**config.mk**
```make
export PLATFORM = sky130hd
export DESIGN_NAME = bp_update_cp4
export DESIGN_NICKNAME = d
export VERILOG_FILES = /design/src/rtl/bp_update_cp4.sv
export SDC_FILE = /design/constraint.sdc
export NUM_CORES = 1
export LEC_CHECK = 0
export ABC_AREA = 1
export BUFFER_PORTS_ARGS = -buffer_cell sky130_fd_sc_hd__buf_2
export CAP_MARGIN = 20
export CELL_PAD_IN_SITES_DETAIL_PLACEMENT = 1
export CELL_PAD_IN_SITES_GLOBAL_PLACEMENT = 1
export CORE_MARGIN = 2
export CORE_UTILIZATION = 38
export CTS_BUF_LIST = sky130_fd_sc_hd__clkbuf_4
export DETAILED_ROUTE_END_ITERATION = 12
export HOLD_SLACK_MARGIN = 0.06
export PLACE_DENSITY = 0.95
export SLEW_MARGIN = 30
export SYNTH_ARGS = -nofsm -noshare
export SYNTH_HDL_FRONTEND = slang
export SYNTH_SLANG_ARGS = --single-unit
export TNS_END_PERCENT = 10
```
**constraint.sdc**
```tcl
create_clock -name clk -period 4.7 [get_ports clk]
set_input_delay 0.47 -clock clk [delete_from_list [all_inputs] [get_ports clk]]
set_output_delay 0.47 -clock clk [all_outputs]
set_load 0.02 [all_outputs]
```
**src/rtl/bp_update_cp4.sv**
```systemverilog
// ----------------------------------------------------------------------------
// bp_update_cp4
// Direction-prediction control sitting between fetch/execute and the
// predictor cache (bp_cache_cp4). Produces fetch-time taken/not-taken
// predictions from cache port 0, reads the old saturating counter of a
// resolved branch through cache port 1, and writes the updated counter back
// through the cache write port one cycle later. Also keeps branch and
// mispredict statistics.
//
// Ports
//   clk               clock
//   reset             synchronous, active-low reset (0 = reset)
//   guess_addr        fetch-time branch word address
//   guess_taken       predicted direction for guess_addr
//   check_valid       resolved-branch event this cycle
//   check_addr        resolved branch word address
//   check_taken       actual branch direction
//   check_pred        direction predicted earlier for this branch
//   ra0/dout0/hit0    cache read port 0 (fetch lookup)
//   ra1/dout1/hit1    cache read port 1 (resolve lookup)
//   wa/din/we         cache write port
//   branch_count      resolved branches since reset
//   mispredict_count  resolved branches whose prediction was wrong
// ----------------------------------------------------------------------------
module bp_update_cp4 #(
   parameter int AWIDTH = 30,
   parameter int DWIDTH = 2,
   parameter int CWIDTH = 32
) (
   input  logic              clk,
   input  logic              reset,
   input  logic [AWIDTH-1:0] guess_addr,
   output logic              guess_taken,
   input  logic              check_valid,
   input  logic [AWIDTH-1:0] check_addr,
   input  logic              check_taken,
   input  logic              check_pred,
   output logic [AWIDTH-1:0] ra0,
   input  logic [DWIDTH-1:0] dout0,
   input  logic              hit0,
   output logic [AWIDTH-1:0] ra1,
   input  logic [DWIDTH-1:0] dout1,
   input  logic              hit1,
   output logic [AWIDTH-1:0] wa,
   output logic [DWIDTH-1:0] din,
   output logic              we,
   output logic [CWIDTH-1:0] branch_count,
   output logic [CWIDTH-1:0] mispredict_count
);

   localparam logic [DWIDTH-1:0] CNT_MAX   = '1;
   localparam logic [DWIDTH-1:0] CNT_ONE   = {{(DWIDTH-1){1'b0}}, 1'b1};
   // Fresh allocations start weakly biased toward the observed direction.
   localparam logic [DWIDTH-1:0] ALLOC_TKN = {1'b1, {(DWIDTH-1){1'b0}}};
   localparam logic [DWIDTH-1:0] ALLOC_NTK = {1'b0, {(DWIDTH-1){1'b1}}};
   localparam logic [CWIDTH-1:0] STAT_ONE  = {{(CWIDTH-1){1'b0}}, 1'b1};

   // Registered resolve event (captured in S1, consumed in S2).
   logic              s2_valid;
   logic [AWIDTH-1:0] s2_addr;
   logic              s2_taken;
   logic [DWIDTH-1:0] s2_cnt;
   logic              s2_hit;

   logic [DWIDTH-1:0] next_cnt;
   logic              fwd_check;
   logic              fwd_guess;
   logic [DWIDTH-1:0] old_cnt;
   logic              old_hit;

   assign ra0 = guess_addr;
   assign ra1 = check_addr;

   // New counter value for the event held in S2, with explicit saturation.
   always_comb begin
      next_cnt = s2_cnt;
      if (!s2_hit) begin
         next_cnt = s2_taken ? ALLOC_TKN : ALLOC_NTK;
      end else if (s2_taken) begin
         if (s2_cnt != CNT_MAX) next_cnt = s2_cnt + CNT_ONE;
      end else begin
         if (s2_cnt != '0) next_cnt = s2_cnt - CNT_ONE;
      end
   end

   assign we  = s2_valid;
   assign wa  = s2_addr;
   assign din = next_cnt;

   // The cache has not yet committed the S2 write, so a same-address check
   // must see the pending value instead of the stale dout1.
   assign fwd_check = s2_valid && (s2_addr == check_addr);
   assign old_cnt   = fwd_check ? next_cnt : dout1;
   assign old_hit   = fwd_check | hit1;

   // Fetch side likewise sees the pending write before the cache does.
   assign fwd_guess   = we && (wa == guess_addr);
   assign guess_taken = fwd_guess ? next_cnt[DWIDTH-1] : (hit0 & dout0[DWIDTH-1]);

   always_ff @(posedge clk) begin
      if (!reset) begin
         s2_valid         <= 1'b0;
         branch_count     <= '0;
         mispredict_count <= '0;
      end else begin
         s2_valid <= check_valid;
         if (check_valid) begin
            s2_addr      <= check_addr;
            s2_taken     <= check_taken;
            s2_cnt       <= old_cnt;
            s2_hit       <= old_hit;
            branch_count <= branch_count + STAT_ONE;
            if (check_pred != check_taken)
               mispredict_count <= mispredict_count + STAT_ONE;
         end
      end
   end

endmodule
```
## Yosys cells after proc, flatten, opt, wreduce, memory -nomap -nowiden

Cells that the tools add are included.
W data, S select, Z words.

| operators by class | value |
|---|---|
| add/sub/neg operators | 4 |
| multipliers | 0 |
| divide/modulo/power cells | 0 |
| order comparisons | 0 |
| equality and inequality tests | 4 |
| shift-type cells | 0 |
| muxes and demuxes | 7 |
| bitwise logic cells | 2 |
| reductions and logical operators | 5 |

Operator list:

| operator | number |
|---|---|
| $add A32 B1 Y32 const B | 2 |
| $eq A30 B30 Y1 | 2 |
| $mux W2 | 6 |
| $reduce_and A2 Y1 | 2 |
| $add A2 B1 Y2 const B | 1 |
| $logic_and A1 B1 Y1 | 2 |
| $ne A2 B2 Y1 const B | 1 |
| $reduce_bool A2 Y1 | 1 |
| $sub A2 B1 Y2 const B | 1 |
| $and A1 B1 Y1 | 1 |
| $mux W1 | 1 |
| $ne A1 B1 Y1 | 1 |
| $or A1 B1 Y1 | 1 |

| word-level totals | value |
|---|---|
| register bits | 99 |
| latch bits | 0 |
| RAM bits | 0 |
| ROM bits | 0 |
| input port bits | 71 |
| logic and storage cells | 29 |
| memories | 0 |

## Logic depth before layout (Yosys ltp)

| logic depth | value |
|---|---|
| depth after elaboration | 5 |
| gate-level depth with buffers | 10 |
| depth with buffers taken out | 10 |

## Worst setup path before layout

Ideal clock, no wire load.

| timing | value |
|---|---|
| path kind | register to output |
| start point | register s2_taken |
| end point | output port guess_taken |
| arrival | 1,449 ps |
| path slack | 2,781 ps |
| cell stages (with the launch flop) | 5 |
| buffers on the path | 0 |
| cells stage by stage | edfxtp_1 > inv_1 > o21ai_0 > nor3_1 > nor2_1 |

| on the way | value |
|---|---|
| longest elaborated chain between the ends | 3 |
| elaborated cells between the ends (all ways) | 4 |
| classes of those cells | mux (4) |

Ends and longest elaborated chain:

| item | RTL line | RTL |
|---|---|---|
| from (decl) | 61 | `logic s2_taken;` |
| from (signal assigned) | 109 | `s2_taken <= check_taken;` |
| $mux W2, on equally long branches | 78, 79 |  |
| $mux W2 (*) | 77 | `if (!s2_hit) begin` |
| via din[1] | 45 | `output logic [DWIDTH-1:0] din,` |
| $mux W1 (*) | 98 | `assign guess_taken = fwd_guess ? next_cnt[DWIDTH-1] : (hit0 & dout0[DWIDTH-1]);` |
| to (decl) | 33 | `output logic guess_taken,` |

The timed path passes the listed nets; every way through them passes the cells marked *.

## Final worst setup path

| timing | value |
|---|---|
| start point | register s2_addr[13], in the netlist wa[13] |
| end point | output port guess_taken |

| on the way | value |
|---|---|
| longest elaborated chain between the ends | 3 |

Ends and longest elaborated chain:

| item | RTL line | RTL |
|---|---|---|
| from (decl) | 60 | `logic [AWIDTH-1:0] s2_addr;` |
| from (signal assigned) | 108 | `s2_addr <= check_addr;` |
| $eq A30 B30 Y1 | 97 | `assign fwd_guess = we && (wa == guess_addr);` |
| $logic_and A1 B1 Y1 | 97 |  |
| $mux W1 | 98 |  |

No other way between the ends.

==> results.py <==
metrics = {
    "timing": {
        "worst_slack_ns": 2.22,
        "final_min_period_over_clock_period_pct": 52.8,
        "report.final.setup_viol": 0,
        "timing.final.crit_period_ns": 2.48,
        "grt_setup_unrepaired": "no",
        "worst_clock_skew_ns": 0.0194,
        "max_freq_ghz": 0.403,
        "report.final.hold_viol_count": 0,
        "max_slew_margin_pct": 56.0,
        "worst_slew_pin_slew_ns": 0.660,
        "timing.setup.tns_ns": 0,
        "timing_max_transition_violations_final": 0,
    },
    "cells_and_area": {
        "layout.cells.most_common_list": "241 x sky130_fd_sc_hd__nand2_1, 227 x sky130_fd_sc_hd__buf_2, 141 x sky130_fd_sc_hd__inv_1",
        "final_common_cell": "sky130_fd_sc_hd__nand2_1",
        "final-instance-count-excl-fill": 1294,
        "syn2layout_area_growth_pct": 17.5,
        "final_net_count": 1145,
        "layout-drive-gt1-share_pct": 25.8,
    },
    "routing": {
        "total_length_of_routed_wires_um": 20400,
        "route.detailed.vias_per_inst": 4.86,
        "vias": 6283,
        "drcViolationCount": 0,
        "drt-wirelength-per-cell_um": 15.8,
        "drt-initial-drc-count": 187,
        "detail_route.first_pass.iterations": 4,
        "drt.antenna.violating_nets": 0,
    },
    "clocking": {
        "tritoncts": "yes",
        "cts.root.buffer_cell": "sky130_fd_sc_hd__clkbuf_4",
        "h-tree-depth": 3,
        "post_cts_resized": 0,
        "clock_insertion_delay_worst_skew_ns": 0.50,
        "tritoncts_num_sinks": 99,
        "post_cts_hold_buffer_count": 0,
        "worst_setup_hold_path_clk_slew_ns": 0.17,
        "cts_buf_count": 9,
        "post_cts_setup_buffer_count": 0,
        "ctsLongestPathBuffers": 2,
    },
    "placed_design": {
        "gp_congestion": 0.879,
        "placement.io_buffers": 227,
        "dp_hpwl_um": 16600,
        "place_inst": 1277,
        "dpl_worst_slack_ns": 2.50,
    },
    "critical_path": {
        "most_frequent_cell_on_the_critical_path": "sky130_fd_sc_hd__nor2_1",
        "worstPathMaxFanout": 4,
        "setup.worst_path.end_class": "output port",
        "crit_path_start": "wa[13]",
        "crit_path_max_incr_delay_ns": 0.44,
        "timing.critical_path.cells": "inv_1 -> nand2_1 -> nand2_1 -> nor2_1 -> nand2_1 -> nor2_1 -> nand2_1 -> nor2_1 -> nor2_1 -> nor2_1 -> buf_2",
        "reg2reg_setup_slack_ns": 2.85,
        "critical_path_required_ns": 4.23,
        "critical-path-slowest-cell": "sky130_fd_sc_hd__edfxtp_1",
        "critPathKind": "reg -> out",
        "arrival_ns": 2.01,
        "timing.critical_path.from_type": "register",
        "regToRegStartpoint": "mispredict_count[1]",
    },
    "die": {
        "floorplan.die.height_um": 131,
        "dieArea_mm2": 0.0170,
        "rows": 46,
        "die_w_um": 131,
        "start_util_pct": 38.6,
        "design.core.area_mm2": 0.0158,
        "design.portCount": 229,
    },
    "power_and_ir_drop": {
        "irDropWorstVdd_mv": 0.110,
        "power_density_mw_per_mm2": 235,
        "power.static_leakage_nw": 3.54,
    },
    "grt": {
        "wire_length_of_the_first_global_routing_pass_um": 30900,
        "global_route_total_overflow": 0,
        "antenna_violations_before_repair": 3,
        "largest_net_degree_at_the_start_of_global_routing": 35,
        "grt_pass1_vias": 6181,
        "grt_util_met3_pct": 4.85,
        "met2_usage_grt_pct": 45.7,
        "grtUsageTotal_pct": 23.5,
        "layer_with_the_highest_usage_after_global_routing": "met2",
        "globalRouteMet1Util_pct": 24.9,
    },
    "logic_synthesis": {
        "post_synthesis_async_set_or_reset_flop_share_pct": 0,
        "synth-edff-count": 34,
        "synth_nets": 972,
        "syn_area_mm2": 0.00608,
        "synth_cell_types": 34,
        "synthFlopType": "sky130_fd_sc_hd__dfxtp_1",
        "yosysSeqAreaShare_pct": 38.2,
        "synth.ff_latch_count": 99,
        "yosysWarnings": 0,
        "post_synth.cell_area_avg_um2": 6.77,
        "synthCells": 899,
    },
    "hold_path": {
        "critical_hold_path_startpoint": "check_addr[4]",
        "hold_class": "in -> reg",
    },
    "status": {
        "outcome": "finished, final reports clean",
    },
    "flow_run": {
        "total_of_max_cap_violations": 0,
    },
}
per-layer routing:
metal	share of wire (%)	wire length, um	vias up
met1	39	7880	2952
li1	-	-	3109
met2	53	10800	184
met3	5.4	1100	36
met5	0.064	13	-
met4	2.7	541	2
per-stage QoR:
| stage | area, um^2 | total power [W] | hold slack [ns] | util, % |
|---|---|---|---|---|
| 6_report | 7150 | 0.00168 | 0.173 | 45.3 |
| 5_1_grt | 7150 | 0.00176 | 0.148 | 45.3 |
| 4_1_cts | 7140 | 0.00170 | 0.149 | 45.3 |
| 3_5_place_dp | 7020 | 0.00126 | 0.469 | 44.5 |
| 3_3_place_gp | 7020 | 0.00125 | 0.454 | 44.5 |
| 2_1_floorplan | 6080 | 0.00115 | 0.532 | - |
where the power goes:
part | switching (W) | internal [W]
logic | 0.000199 | 0.0000977
registers | 0.0000252 | 0.000913
clock network | 0.000319 | 0.000124
kinds of logic (layout without fill, tap and decap cells):
kind of cell    count (synthesis)  after routing  synth area share [%]
compound gates                 73             73                  6.36
xor+xnor                       18             18                  2.59
fa+ha+maj                       2              2                 0.411
buf+inv                       213            390                  16.9
flops                          99             99                  38.2
other cells                     0              2                     0
simple gates                  494            494                  35.5
registers in the layout, summed over array words and instances, names as in the netlist:
register          count
wa                   30
s2_hit                1
s2_cnt                2
mispredict_count     32
branch_count         32
we                    1
s2_taken              1
cell usage after synthesis (3+ instances only):
| cell type | instances | share of area, % |
|---|---|---|
| sky130_fd_sc_hd__dfxtp_1 | 65 | 21 |
| sky130_fd_sc_hd__buf_4 | 61 | 7.5 |
| sky130_fd_sc_hd__inv_1 | 141 | 8.7 |
| sky130_fd_sc_hd__o21ai_0 | 23 | 1.9 |
| sky130_fd_sc_hd__o21ai_1 | 3 | 0.25 |
| sky130_fd_sc_hd__nand2_1 | 241 | 15 |
| sky130_fd_sc_hd__nor2_1 | 115 | 7.1 |
| sky130_fd_sc_hd__inv_2 | 4 | 0.25 |
| sky130_fd_sc_hd__clkbuf_1 | 4 | 0.25 |
| sky130_fd_sc_hd__nor2_2 | 10 | 1.0 |
| sky130_fd_sc_hd__a21oi_1 | 38 | 3.1 |
| sky130_fd_sc_hd__nand3_1 | 51 | 4.2 |
| sky130_fd_sc_hd__nand2_2 | 4 | 0.41 |
| sky130_fd_sc_hd__o21a_1 | 6 | 0.74 |
| sky130_fd_sc_hd__or2_2 | 6 | 0.62 |
| sky130_fd_sc_hd__edfxtp_1 | 34 | 17 |
| sky130_fd_sc_hd__nor3_1 | 26 | 2.1 |
| sky130_fd_sc_hd__nand4_1 | 24 | 2.5 |
| sky130_fd_sc_hd__nor2_4 | 3 | 0.56 |
| sky130_fd_sc_hd__nor3_2 | 4 | 0.66 |
| sky130_fd_sc_hd__xor2_1 | 7 | 1.0 |
| sky130_fd_sc_hd__nor3b_1 | 3 | 0.37 |
| sky130_fd_sc_hd__xnor2_1 | 11 | 1.6 |
area by class of cell:
| type | count | area [um^2] |
|---|---|---|
| repair buffers | 229 | 1150 |
| clock inverters | 4 | 35.0 |
| clock buffers | 11 | 82.6 |
| inverters | 146 | 548 |
| multi-input cells | 587 | 2730 |
| well taps | 216 | 270 |
| fillers | 2248 | 8620 |
| flip-flops and latches | 99 | 2320 |
| diodes | 2 | 5.00 |
worst max-delay path, delay by kind of cell (launching register included):
family / cells / cell delay [ns]
flip-flops: 1 / 0.44
buffers and inverters: 2 / 0.25
AND/OR/NAND/NOR: 9 / 0.84
worst paths after layout:
| kind | end | cells past startpoint |
|---|---|---|
| hold / removal | wa[4] | 1 |
| setup / recovery | guess_taken | 11 |
| hold reg to reg | branch_count[8] | 2 |
| setup reg to reg | mispredict_count[16] | 7 |
Power figures use the tool's default switching activity.
